File: config.mk
export PLATFORM = sky130hd
export DESIGN_NAME = cue_shot_ctrl
export DESIGN_NICKNAME = d
export VERILOG_FILES = /design/src/rtl/cue_pkg.sv /design/src/rtl/frame_tick_div.sv /design/src/rtl/cue_shot_ctrl.sv
export SDC_FILE = /design/constraint.sdc
export NUM_CORES = 1
export LEC_CHECK = 0
export BUFFER_PORTS_ARGS = -buffer_cell sky130_fd_sc_hd__buf_2
export CAP_MARGIN = 20
export CORE_MARGIN = 3
export CORE_UTILIZATION = 30
export DETAILED_ROUTE_END_ITERATION = 16
export HOLD_SLACK_MARGIN = 0.02
export PLACE_DENSITY = 0.53
export SETUP_SLACK_MARGIN = 0.5
export SYNTH_ARGS = -nofsm -noshare
export SYNTH_HDL_FRONTEND = slang
export SYNTH_SLANG_ARGS = --single-unit
export TNS_END_PERCENT = 50
File: constraint.sdc
create_clock -name clk -period 14.5 [get_ports clk]
set_clock_uncertainty 0.2 [all_clocks]
set_input_delay 0 -clock clk [delete_from_list [all_inputs] [get_ports clk]]
set_output_delay 0 -clock clk [all_outputs]
set_load 0.005 [all_outputs]
File: src/rtl/cue_pkg.sv
// Shared types and constants for the cue shot controller.
package cue_pkg;

    localparam int unsigned NUM_DIRS = 16;
    localparam int unsigned AIM_W    = 4;
    localparam int unsigned POWER_W  = 6;
    localparam int unsigned VEL_W    = 11;
    localparam int unsigned PROD_W   = 14;

    typedef enum logic [2:0] {
        StIdle,
        StAim,
        StCharge,
        StFire,
        StMoving
    } cue_state_e;

    // round(64*cos(i*22.5 deg))
    localparam logic signed [7:0] COS_LUT [NUM_DIRS] = '{
        8'sd64,  8'sd59,  8'sd45,  8'sd24,  8'sd0,   -8'sd24, -8'sd45, -8'sd59,
        -8'sd64, -8'sd59, -8'sd45, -8'sd24, 8'sd0,   8'sd24,  8'sd45,  8'sd59
    };

    // -round(64*sin(i*22.5 deg)); screen Y grows downward
    localparam logic signed [7:0] NEGSIN_LUT [NUM_DIRS] = '{
        8'sd0,   -8'sd24, -8'sd45, -8'sd59, -8'sd64, -8'sd59, -8'sd45, -8'sd24,
        8'sd0,   8'sd24,  8'sd45,  8'sd59,  8'sd64,  8'sd59,  8'sd45,  8'sd24
    };

    // power * coef at 14-bit signed, arithmetic shift (floor), truncated to VEL_W
    function automatic logic signed [VEL_W-1:0] shot_velocity(
        input logic [POWER_W-1:0] power,
        input logic signed [7:0]  coef,
        input int unsigned        shift
    );
        logic signed [PROD_W-1:0] p_s;
        logic signed [PROD_W-1:0] c_s;
        logic signed [PROD_W-1:0] prod;
        logic signed [PROD_W-1:0] shifted;
        p_s     = $signed({8'd0, power});
        c_s     = $signed({{6{coef[7]}}, coef});
        prod    = p_s * c_s;
        shifted = prod >>> shift;
        return shifted[VEL_W-1:0];
    endfunction

endpackage

File: src/rtl/frame_tick_div.sv
// Counts frame pulses while enabled and emits a one-cycle tick every N frames.
module frame_tick_div #(
    parameter int unsigned N = 4
) (
    input  logic clk,
    input  logic resetN,
    input  logic en_i,
    input  logic sof_i,
    output logic tick_o
);

    localparam int unsigned CntW = (N > 1) ? $clog2(N) : 1;
    localparam logic [CntW-1:0] CntLast = CntW'(N - 1);

    logic [CntW-1:0] cnt_q, cnt_d;

    // Next count and tick; disabling clears the count
    always_comb begin
        cnt_d  = cnt_q;
        tick_o = 1'b0;
        if (!en_i) begin
            cnt_d = '0;
        end else if (sof_i) begin
            if (cnt_q == CntLast) begin
                cnt_d  = '0;
                tick_o = 1'b1;
            end else begin
                cnt_d = cnt_q + CntW'(1);
            end
        end
    end

    // Frame count register
    always_ff @(posedge clk or negedge resetN) begin
        if (!resetN) cnt_q <= '0;
        else         cnt_q <= cnt_d;
    end

endmodule

File: src/rtl/cue_shot_ctrl.sv
// Cue ball shot controller: aim, charge, fire a velocity write, wait for the ball to stop.
module cue_shot_ctrl
    import cue_pkg::*;
#(
    parameter int unsigned INITIAL_ANGLE   = 0,
    parameter int unsigned MAX_POWER       = 63,
    parameter int unsigned AIM_FRAMES      = 4,
    parameter int unsigned CHARGE_FRAMES   = 2,
    parameter int unsigned VELOCITY_SHIFT  = 2,
    parameter int unsigned MIN_MOVE_FRAMES = 2
) (
    input  logic                     clk,
    input  logic                     resetN,
    input  logic                     startOfFrame,
    input  logic                     ballStopped,
    input  logic                     keyLeft,
    input  logic                     keyRight,
    input  logic                     keyShoot,
    output logic                     velocityWriteEnable,
    output logic signed [VEL_W-1:0]  outVelocityX,
    output logic signed [VEL_W-1:0]  outVelocityY,
    output logic [AIM_W-1:0]         aimAngle,
    output logic [POWER_W-1:0]       shotPower,
    output logic                     cueVisible,
    output logic [7:0]               shotCount
);

    localparam logic [AIM_W-1:0]   InitAim = AIM_W'(INITIAL_ANGLE);
    localparam logic [POWER_W-1:0] MaxPow  = POWER_W'(MAX_POWER);
    localparam logic [7:0]         MinMove = 8'(MIN_MOVE_FRAMES);

    cue_state_e              state_q, state_d;
    logic [AIM_W-1:0]        aim_q, aim_d;
    logic [POWER_W-1:0]      power_q, power_d;
    logic                    vwe_q, vwe_d;
    logic signed [VEL_W-1:0] vx_q, vx_d;
    logic signed [VEL_W-1:0] vy_q, vy_d;
    logic [7:0]              count_q, count_d;
    logic [7:0]              move_q, move_d;
    logic                    cue_q, cue_d;
    logic                    shoot_q;

    logic aim_en, aim_tick;
    logic charge_en, charge_tick;
    logic shoot_rise;

    assign aim_en     = (state_q == StAim) && (keyLeft ^ keyRight);
    assign charge_en  = (state_q == StCharge);
    assign shoot_rise = keyShoot & ~shoot_q;

    frame_tick_div #(
        .N (AIM_FRAMES)
    ) u_aim_div (
        .clk    (clk),
        .resetN (resetN),
        .en_i   (aim_en),
        .sof_i  (startOfFrame),
        .tick_o (aim_tick)
    );

    frame_tick_div #(
        .N (CHARGE_FRAMES)
    ) u_charge_div (
        .clk    (clk),
        .resetN (resetN),
        .en_i   (charge_en),
        .sof_i  (startOfFrame),
        .tick_o (charge_tick)
    );

    // Next-state and registered-output logic
    always_comb begin
        state_d = state_q;
        aim_d   = aim_q;
        power_d = power_q;
        vwe_d   = 1'b0;
        vx_d    = vx_q;
        vy_d    = vy_q;
        count_d = count_q;
        move_d  = move_q;
        case (state_q)
            StIdle: begin
                if (startOfFrame && ballStopped) state_d = StAim;
            end
            StAim: begin
                if (aim_tick) begin
                    aim_d = keyLeft ? aim_q + AIM_W'(1) : aim_q - AIM_W'(1);
                end
                if (shoot_rise) begin
                    state_d = StCharge;
                    power_d = '0;
                end
            end
            StCharge: begin
                // Release wins over a coincident charge tick
                if (!keyShoot) begin
                    state_d = (power_q != '0) ? StFire : StAim;
                end else if (charge_tick && (power_q < MaxPow)) begin
                    power_d = power_q + POWER_W'(1);
                end
            end
            StFire: begin
                vwe_d   = 1'b1;
                vx_d    = shot_velocity(power_q, COS_LUT[aim_q], VELOCITY_SHIFT);
                vy_d    = shot_velocity(power_q, NEGSIN_LUT[aim_q], VELOCITY_SHIFT);
                count_d = count_q + 8'd1;
                power_d = '0;
                move_d  = '0;
                state_d = StMoving;
            end
            StMoving: begin
                if (startOfFrame) begin
                    if ((move_q >= MinMove) && ballStopped) begin
                        state_d = StAim;
                    end else if (move_q != 8'hFF) begin
                        move_d = move_q + 8'd1;
                    end
                end
            end
            default: state_d = StIdle;
        endcase
        cue_d = (state_d == StAim) || (state_d == StCharge);
    end

    // State and output registers
    always_ff @(posedge clk or negedge resetN) begin
        if (!resetN) begin
            state_q <= StIdle;
            aim_q   <= InitAim;
            power_q <= '0;
            vwe_q   <= 1'b0;
            vx_q    <= '0;
            vy_q    <= '0;
            count_q <= '0;
            move_q  <= '0;
            cue_q   <= 1'b0;
            shoot_q <= 1'b0;
        end else begin
            state_q <= state_d;
            aim_q   <= aim_d;
            power_q <= power_d;
            vwe_q   <= vwe_d;
            vx_q    <= vx_d;
            vy_q    <= vy_d;
            count_q <= count_d;
            move_q  <= move_d;
            cue_q   <= cue_d;
            shoot_q <= keyShoot;
        end
    end

    assign velocityWriteEnable = vwe_q;
    assign outVelocityX        = vx_q;
    assign outVelocityY        = vy_q;
    assign aimAngle            = aim_q;
    assign shotPower           = power_q;
    assign cueVisible          = cue_q;
    assign shotCount           = count_q;

endmodule

==> results.cfg <==
[setup_path]
r2r_start = aimAngle[0]$_DFFE_PN0P_
worst-path-max-fanout = 8
crit_path_start = aimAngle[0]$_DFFE_PN0P_
crit_type = register to register
start_kind = register
cp.arrival_ns = 5.95
end_kind = register
cp_data_required_time_ns = 14.51

[routing]
drc_errors = 0
drt_iter0_drc = 207
wl_um = 14000
wl_per_cell_um = 13.9
vias = 4674
postRouteAntennaNets = 0
via_per_inst = 4.66
dr.pass1.iters = 4

[power]
p_leak_nw = 3.54
peakVddDrop_mv = 0.0563
power_density_nw_per_um2 = 75.0

[yosys]
synth_cells = 683
ys_seq_area_share_pct = 22.7
synthTopCellsByArea = dfrtp_1 (23%), fa_1 (19%), ha_1 (12%), inv_1 (5.5%), and2_1 (4.8%)
synth-edff-count = 0
async_flop_share_pct = 100
synthTopCellsByCount = inv_1 (92), nand2_1 (64), fa_1 (61), ha_1 (61), dfrtp_1 (57)
synth_area_um2 = 6290
synth_top_area_cell = dfrtp_1
yosysMostFrequentCell = inv_1
ys_seq_elements = 57
synth_cell_types = 54
synth.net_count = 812
synth_top_area_share_pct = 22.7
yosys_warnings = 0
synth_top_flop_cell = dfrtp_1
synth.avg_cell_area_um2 = 9.21

[die]
ios = 49
die-area_um2 = 22800
start_util_pct = 30.8
die_w_um = 151
num_rows = 52
core_area_um2 = 20400
dieHeight_um = 151

[timing]
slew_headroom_pct = 48.4
drv_slew = 0
period_share_pct = 41.0
post-route-min-period_ns = 5.94
finalHoldViolations = 0
max_freq_ghz = 0.168
setup_tns_ns = 0
tightest_slew_ns = 0.774
hold-worst-slack_ns = 0.134
setup_violations = 0
rsz0062_at_grt = false

[placed_design]
dpl_cell_area_um2 = 6800
dp.cells = 979
hpwl_um = 10800
portBuffers = 48
place_congestion = 0.823

[cts]
path_clk_slew_ns = 0.06
cts_resized = 0
cts_hold_buf = 8
cts-root-buf = clkbuf_16
clk_latency_ns = 0.34
cts.path.max_buffers = 2
cts_tree = done
htree_num_levels = 3
cts_made_buffers = 9
postCtsSetupBuffers = 0
clkSinkCount = 57

[grt]
grt_pass1_vias = 4723
grtUsageTotal_pct = 13.2
grt_max_degree = 58
overflow = 0
grt_pass1_wl_um = 24100
antenna_found_initial = 0

[layout]
finalNetCount = 857
post_layout_nonfiller_instances = 1003
utilization_pct = 35.0
stdcell_area_um2 = 7150
synthToLayoutAreaGrowth_pct = 13.6
n_fill_cell = 2161
antenna_cells = 0
layout-drive-gt1-share_pct = 10.5

[run_status]
status = complete, no violations

[run]
max_cap_violations = 0

[worst_hold_path]
hold_path.class = input port to async pin
[per-stage QoR]
step	power (W)	setup WS [ns]
CTS	0.000547	8.54
floorplan	0.000299	9.23
finish	0.000536	8.56
global route	0.000574	8.10
detailed placement	0.000338	8.55
global placement	0.000337	8.85
[logic make-up (layout without fill, tap and decap cells)]
kind of cell | after synthesis | in the layout | synth area share, %
AND/OR/NAND/NOR | 224 | 224 | 19.1
adder cells (fa/ha/maj) | 122 | 122 | 31.5
buffers and inverters | 117 | 167 | 7.04
AO/OA/AOI/OAI | 115 | 115 | 11.8
flip-flops | 57 | 57 | 22.7
XOR/XNOR | 37 | 37 | 5.82
multiplexers | 11 | 11 | 1.99
[worst max-delay path: stages, from the launching register on]
cell and delay (ns):
dfrtp_1 0.50, inv_1 0.17, ha_1 0.35, mux2i_1 0.43, a21oi_1 0.26, and2_1 0.26
fa_1 0.52, fa_1 0.44, fa_1 0.54, inv_1 0.05, fa_1 0.49, inv_1 0.04
ha_1 0.23, or3_1 0.42, a2111oi_0 0.61, or4_1 0.20, nand3_1 0.08
[routing by layer]
metal | GRT usage [%] | up-vias | share of wire [%] | routed length [um]
li1 | - | 2368 | - | -
met1 | 19.1 | 2236 | 51 | 7140
met2 | 19.9 | 60 | 43 | 6060
met3 | 2.51 | 10 | 4.2 | 589
met4 | 4.22 | 0 | 1.4 | 200
met5 | 0 | - | 0 | 0
[power by group]
group          internal (W)  switching, W  total, W
Sequential         0.000183     0.0000296  0.000213
Combinational     0.0000529     0.0000717  0.000125
Clock              0.000116     0.0000830  0.000199
[cell type report]
cell class / count / area [um^2] / area share, %
inverters: 92 / 345 / 4.83
flip-flops and latches: 57 / 1430 / 20.0
multi-input cells: 509 / 4420 / 61.9
clock buffers: 10 / 229 / 3.20
clock inverters: 6 / 43.8 / 0.613
repair buffers: 59 / 343 / 4.80
well taps: 270 / 338 / 4.73
[flip-flops by register name, summed over array words and instances (netlist names), 2 cells and up]
register,flops
outVelocityY,11
aimAngle,4
shotCount,8
outVelocityX,11
move_q,8
shotPower,6
state_q,3
u_aim_div.cnt_q,2
[final timing paths]
check	to	cells past startpoint	slack (ns)
setup / recovery	outVelocityY[9]$_DFFE_PN0P_	16	8.56
hold / removal	outVelocityY[9]$_DFFE_PN0P_	3	0.13
min in group clk	shoot_q$_DFF_PN0_	2	0.15
max in group asynchronous	u_aim_div.cnt_q[1]$_DFFE_PN0P_	3	13.42
hold reg to reg	shotCount[7]$_DFFE_PN0P_	1	0.27
setup reg to reg	outVelocityY[9]$_DFFE_PN0P_	16	8.56
[cells in the final DEF, fill, tap and decap left out, types with 3 or more instances in the layout]
master and count:
a2111oi_0 4, a211oi_1 3, a21o_1 9, a21oi_1 31, and2_1 48, buf_2 48, buf_4 3, clkbuf_16 9
clkinvlp_4 4, dfrtp_1 57, dlygate4sd3_1 8, fa_1 61, ha_1 61, inv_1 92, mux2i_1 8, nand2_1 64
nand2b_1 8, nand3_1 12, nand4_1 3, nor2_1 26, nor2b_1 21, nor3_1 4, nor3b_1 8, o2111ai_1 4
o211ai_1 6, o21a_1 7, o21ai_0 28, o31ai_1 7, or3_1 6, or4_1 11, xnor2_1 23, xor2_1 11
(Power assumes the default switching activity.)
